## src/rtl/reg_access_ctrl_if.sv

```systemverilog
// Instruction handshake plus the read/write ports toward reg_file.
// The controller side uses the master modport; the environment
// (instruction source and reg_file) uses the slave modport.
interface reg_access_ctrl_if;
    logic [31:0] instr;
    logic        instr_valid;
    logic        instr_ready;
    logic [7:0]  OUT1;
    logic [7:0]  OUT2;
    logic [2:0]  OUT1addr;
    logic [2:0]  OUT2addr;
    logic [2:0]  INaddr;
    logic [7:0]  IN;
    logic        WE;
    logic        done;
    logic        illegal;

    modport master (
        input  instr, instr_valid, OUT1, OUT2,
        output instr_ready, OUT1addr, OUT2addr, INaddr, IN, WE, done, illegal
    );

    modport slave (
        output instr, instr_valid, OUT1, OUT2,
        input  instr_ready, OUT1addr, OUT2addr, INaddr, IN, WE, done, illegal
    );
endinterface

```

## src/rtl/reg_access_ctrl.sv

```systemverilog
// Register-file access controller: accepts one instruction at a time,
// reads its operands from reg_file, runs an 8-bit ALU op and writes back.
//
// state | meaning
// IDLE  | ready for an instruction; illegal opcodes are rejected here
// RD1   | read addresses presented, reg_file registers the read data
// RD2   | read data valid, operands captured on leaving this state
// EX    | result computed, write port loaded on leaving this state
// WB    | WE high, reg_file writes on the negedge of this cycle
module reg_access_ctrl (
    input  logic                clk,
    input  logic                RESET,
    reg_access_ctrl_if.master   bus
);
    localparam logic [2:0] S_IDLE = 3'd0;
    localparam logic [2:0] S_RD1  = 3'd1;
    localparam logic [2:0] S_RD2  = 3'd2;
    localparam logic [2:0] S_EX   = 3'd3;
    localparam logic [2:0] S_WB   = 3'd4;

    localparam logic [7:0] OP_LOADI = 8'h00;
    localparam logic [7:0] OP_MOV   = 8'h01;
    localparam logic [7:0] OP_ADD   = 8'h02;
    localparam logic [7:0] OP_SUB   = 8'h03;
    localparam logic [7:0] OP_AND   = 8'h04;
    localparam logic [7:0] OP_OR    = 8'h05;

    logic [2:0] state;
    logic [7:0] opcode;
    logic [2:0] dest;
    logic [7:0] opa;
    logic [7:0] opb;
    logic [7:0] result;

    logic [7:0] op_in;
    logic [2:0] dest_in;
    logic [2:0] src1_in;
    logic [2:0] src2_in;
    logic [7:0] imm_in;
    logic       legal_in;
    logic       unused_instr_bits;

    assign op_in    = bus.instr[31:24];
    assign dest_in  = bus.instr[18:16];
    assign src1_in  = bus.instr[10:8];
    assign src2_in  = bus.instr[2:0];
    assign imm_in   = bus.instr[7:0];
    assign legal_in = (op_in <= OP_OR);

    // Fields outside opcode/dest/src1/imm carry no meaning.
    assign unused_instr_bits = ^{bus.instr[23:19], bus.instr[15:11]};

    // Ready is gated by reset so it drops the moment reset is asserted.
    assign bus.instr_ready = (state == S_IDLE) && RESET;

    // 8-bit ALU; all arithmetic wraps modulo 256.
    always_comb begin
        result = 8'h00;
        case (opcode)
            OP_MOV:  result = opb;
            OP_ADD:  result = opa + opb;
            OP_SUB:  result = opa - opb;
            OP_AND:  result = opa & opb;
            OP_OR:   result = opa | opb;
            default: result = 8'h00;
        endcase
    end

    // Sequencer and registered outputs; done/illegal are single-cycle pulses.
    always_ff @(posedge clk or negedge RESET) begin
        if (!RESET) begin
            state        <= S_IDLE;
            opcode       <= 8'h00;
            dest         <= 3'd0;
            opa          <= 8'h00;
            opb          <= 8'h00;
            bus.OUT1addr <= 3'd0;
            bus.OUT2addr <= 3'd0;
            bus.INaddr   <= 3'd0;
            bus.IN       <= 8'h00;
            bus.WE       <= 1'b0;
            bus.done     <= 1'b0;
            bus.illegal  <= 1'b0;
        end else begin
            bus.done    <= 1'b0;
            bus.illegal <= 1'b0;
            case (state)
                S_IDLE: begin
                    if (bus.instr_valid) begin
                        if (!legal_in) begin
                            bus.illegal <= 1'b1;
                        end else begin
                            opcode <= op_in;
                            dest   <= dest_in;
                            if (op_in == OP_LOADI) begin
                                bus.IN     <= imm_in;
                                bus.INaddr <= dest_in;
                                bus.WE     <= 1'b1;
                                state      <= S_WB;
                            end else begin
                                bus.OUT1addr <= src1_in;
                                bus.OUT2addr <= src2_in;
                                state        <= S_RD1;
                            end
                        end
                    end
                end
                S_RD1: state <= S_RD2;
                S_RD2: begin
                    opa   <= bus.OUT1;
                    opb   <= bus.OUT2;
                    state <= S_EX;
                end
                S_EX: begin
                    bus.IN     <= result;
                    bus.INaddr <= dest;
                    bus.WE     <= 1'b1;
                    state      <= S_WB;
                end
                S_WB: begin
                    bus.WE   <= 1'b0;
                    bus.done <= 1'b1;
                    state    <= S_IDLE;
                end
                default: begin
                    bus.WE <= 1'b0;
                    state  <= S_IDLE;
                end
            endcase
        end
    end
endmodule

```

## src/flat_wrapper.sv

```systemverilog
// flat-port wrapper written by rule: the top's interface ports become plain ports
module reg_access_ctrl_flat 
  (clk, RESET, bus_instr, bus_instr_valid, bus_OUT1, bus_OUT2, bus_instr_ready, bus_OUT1addr, bus_OUT2addr, bus_INaddr, bus_IN, bus_WE, bus_done, bus_illegal);
  reg_access_ctrl_if bus_i ();
  input  logic clk;
  input  logic RESET;
  input wire logic [$bits(bus_i.instr)-1:0] bus_instr;
  input wire logic [$bits(bus_i.instr_valid)-1:0] bus_instr_valid;
  input wire logic [$bits(bus_i.OUT1)-1:0] bus_OUT1;
  input wire logic [$bits(bus_i.OUT2)-1:0] bus_OUT2;
  output wire logic [$bits(bus_i.instr_ready)-1:0] bus_instr_ready;
  output wire logic [$bits(bus_i.OUT1addr)-1:0] bus_OUT1addr;
  output wire logic [$bits(bus_i.OUT2addr)-1:0] bus_OUT2addr;
  output wire logic [$bits(bus_i.INaddr)-1:0] bus_INaddr;
  output wire logic [$bits(bus_i.IN)-1:0] bus_IN;
  output wire logic [$bits(bus_i.WE)-1:0] bus_WE;
  output wire logic [$bits(bus_i.done)-1:0] bus_done;
  output wire logic [$bits(bus_i.illegal)-1:0] bus_illegal;
  assign bus_i.instr = bus_instr;
  assign bus_i.instr_valid = bus_instr_valid;
  assign bus_i.OUT1 = bus_OUT1;
  assign bus_i.OUT2 = bus_OUT2;
  assign bus_instr_ready = bus_i.instr_ready;
  assign bus_OUT1addr = bus_i.OUT1addr;
  assign bus_OUT2addr = bus_i.OUT2addr;
  assign bus_INaddr = bus_i.INaddr;
  assign bus_IN = bus_i.IN;
  assign bus_WE = bus_i.WE;
  assign bus_done = bus_i.done;
  assign bus_illegal = bus_i.illegal;
  reg_access_ctrl u_core (.clk(clk), .RESET(RESET), .bus(bus_i));
endmodule
```

## config.mk

```make
export PLATFORM = sky130hd
export DESIGN_NAME = reg_access_ctrl_flat
export DESIGN_NICKNAME = d
export VERILOG_FILES = /design/src/rtl/reg_access_ctrl_if.sv /design/src/rtl/reg_access_ctrl.sv /design/src/flat_wrapper.sv
export SDC_FILE = /design/constraint.sdc
export NUM_CORES = 1
export LEC_CHECK = 0
export CORE_MARGIN = 8
export CORE_UTILIZATION = 44
export DETAILED_ROUTE_END_ITERATION = 10
export PLACE_DENSITY_LB_ADDON = 0.05
export SLEW_MARGIN = 20
export SYNTH_ARGS = -nofsm -noshare
export SYNTH_HDL_FRONTEND = slang
export SYNTH_SLANG_ARGS = --single-unit
```

## constraint.sdc

```tcl
create_clock -name clk -period 3.12 [get_ports clk]
set_input_delay 0.468 -clock clk [delete_from_list [all_inputs] [get_ports clk]]
set_output_delay 0.468 -clock clk [all_outputs]
set_load 0.01 [all_outputs]
```

==> results.yml <==
outcome:
  status: "complete, but fails checks"
  violations: "setup timing"
floorplan:
  dieHeight_um: 94.7
  fp.coreArea_um2: 5960
  die_area_um2: 8970
  fp.dieW_um: 94.7
  rows: 28
  pin_count: 72
  initial_utilization: 0.458
final_layout:
  fin_util: 0.622
  final_common_cell: "clkdlybuf4s50_1"
  diodes: 0
  final_cell_mix: "clkdlybuf4s50_1 (60), dfrtp_1 (50), nand2_1 (25), mux2_2 (24), a21oi_1 (17)"
  area_growth_pct: 35.9
  drive_gt1_frac: 0.211
  stdcell_area_um2: 3700
  layout.nets: 402
clock_network:
  ctsLongestPathBuffers: 2
  tritoncts: "done"
  clock_latency_ps: 310
  cts_buffers: 5
  hold_buffers: 0
  cts.clk_slew.worst_paths_ps: 90
  cts_root_buf: "clkbuf_8"
  numClockSinks: 50
  htreeDepth: 2
setup_path:
  cp_common_cell: "a21oi_2"
  cpPeakStageDelay_ps: 570
  worstPathRequired_ps: 3360
  path_class: "reg -> reg"
  cp_top_family: "simple AND/OR/NAND/NOR gates"
  critPathArrivalTime_ps: 3550
  cp-end-kind: "flip-flop"
  crit_slowest_cell: "or4_4"
  crit_chain: "or4_4 > or4b_4 > nor2_4 > a21oi_1 > xnor2_1 > ha_1 > a21o_1 > a31o_2 > a21oi_2 > nand2_1 > mux2_2 > a21oi_2"
  path_buf_inv: 0
  cp-start-kind: "flip-flop"
  path_max_fanout: 5
synth:
  synth.distinct_cells: 48
  synth-seq-cells: 50
  ys_async_sr_fraction: 1.00
  synth_nets: 330
  ys.warnings.count: 0
  synth-edff-count: 0
  synth_area_per_cell_um2: 10.2
  ys.flop_type: "dfrtp_1"
  synth.yosys.seq_area_share: 0.459
  syn_area_um2: 2730
  postSynthCellCount: 268
sta:
  worst_slack_ps: -187
  fmax_mhz: 302
  rsz0062_at_grt: "true"
  setup_viol: 5
  fin_crit_sh: 1.06
  max_slew_margin: 0.543
  period_minus_slack_ps: 3310
  finClkSkew_ps: 6.48
  hold_viol_final: 0
  drv_slew: 0
  fin_setup_tns_ps: -543
  tightest_slew_ps: 681
detailed_routing:
  drt_pass1_iterations: 4
  drtIter0Drc: 92
  via_per_inst: 5.51
  wirelength_mm: 6.90
  drcViolationCount: 0
  vias: 2292
  routedWlPerCell_um: 16.6
  ant_nets: 0
grt:
  grt_pass1_vias: 2323
  track_usage: 0.157
  grt_pass1_wl_mm: 11.2
  grt_max_degree: 51
  overflow: 0
  antenna_found_initial: 0
run:
  maxCapViolations: 0
place:
  place.gp.congestion: 0.858
  post-place-ws_ps: -214
  place_area_um2: 3500
  io_buffers: 61
  dp_hpwl_mm: 5.18
power_and_ir_drop:
  peakVddDrop_v: 0.000658
  p_leak_nw: 1.64
  powerDensity_nw_per_um2: 1090
worst_hold_path:
  hp-class: "in -> async"
## timing repair
item	4_1_cts	5_1_grt
pin swaps	6	10
endpoints found under the setup margin	5	6
resized for setup	8	9
buffers inserted	1	1
cloned	0	0
## layout make-up
cell class              instances  area (um2)
clock inverters                 1        8.76
clock buffers                   7        96.3
repair buffers                 78         737
fillers                       526        2250
well taps                      75        93.8
flip-flops and latches         50        1250
inverters                      12        45.0
multi-input cells             193        1470
## cell usage after synthesis (2+ instances only)
library cell  count  share of area
a221oi_1          2         0.0064
xnor2_1           9          0.029
nand3_1           2         0.0037
clkbuf_1         12          0.017
a21oi_1          20          0.037
or3_1             2         0.0046
nand2_1          26          0.036
xor2_1            2         0.0064
a22oi_1           3         0.0083
a31oi_1          10          0.023
o21ai_0          17          0.031
a211oi_1          2         0.0055
dfrtp_1          50           0.46
o211ai_1          2         0.0055
mux2_2           24          0.099
a21o_1            3         0.0083
nor4_1            2         0.0046
o32ai_1           2         0.0064
nand3b_1          2         0.0055
nor2_1           12          0.017
mux2i_1           4          0.015
inv_1            12          0.017
nor3b_1           2         0.0055
nor3_1            7          0.013
ha_1             10          0.046
nor2b_1           6          0.014
nand2b_1          2         0.0046
## kinds of logic after synthesis
logic type | after synthesis | share of synthesized area
simple gates | 73 | 0.142
fa+ha+maj | 12 | 0.0569
flops | 50 | 0.459
compound gates | 69 | 0.158
mux | 28 | 0.114
buf+inv | 25 | 0.0349
xor+xnor | 11 | 0.0354
## metal layers
metal	wire length, um	global-route usage	vias up
li1	-	-	1122
met2	3500	0.271	57
met4	138	0.0429	0
met3	312	0.0349	15
met5	0	0	-
met1	2940	0.192	1098
## sequential cells by signal, indices dropped and copies added, names as in the netlist
name / cells
u_core.bus.OUT1addr: 3
u_core.bus.INaddr: 3
u_core.bus.done: 1
u_core.bus.WE: 1
u_core.state: 3
u_core.opa: 8
u_core.opcode: 8
u_core.bus.illegal: 1
u_core.bus.IN: 8
u_core.bus.OUT2addr: 3
u_core.dest: 3
u_core.opb: 8
## metrics by stage
step / hold WS [ps] / power [W] / instances
finish: 268 / 0.00402 / 416
global placement: 466 / 0.00322 / 406
floorplan: 172 / 0.00251 / 268
CTS: 289 / 0.00385 / 415
global route: 320 / 0.00435 / 416
detailed placement: 479 / 0.00328 / 406
## worst paths after layout
check                                startpoint  cells after the start  slack, ps                   end
setup reg to reg               u_core.opcode[6]                     12       -190      u_core.bus.IN[7]
hold reg to reg            u_core.bus.INaddr[2]                      2        490  u_core.bus.INaddr[2]
min in group clk           u_core.bus.INaddr[2]                      2        490  u_core.bus.INaddr[2]
hold / removal                            RESET                      2        270       u_core.bus.done
max in group asynchronous                 RESET                      2       2440         u_core.opb[4]
setup / recovery               u_core.opcode[6]                     12       -190      u_core.bus.IN[7]
## report_power, final
group	switching, W	internal (W)
sequential	0.000264	0.000895
combinational	0.00115	0.00129
clock	0.000217	0.000203
No activity file was read; power rests on OpenSTA's default activity.
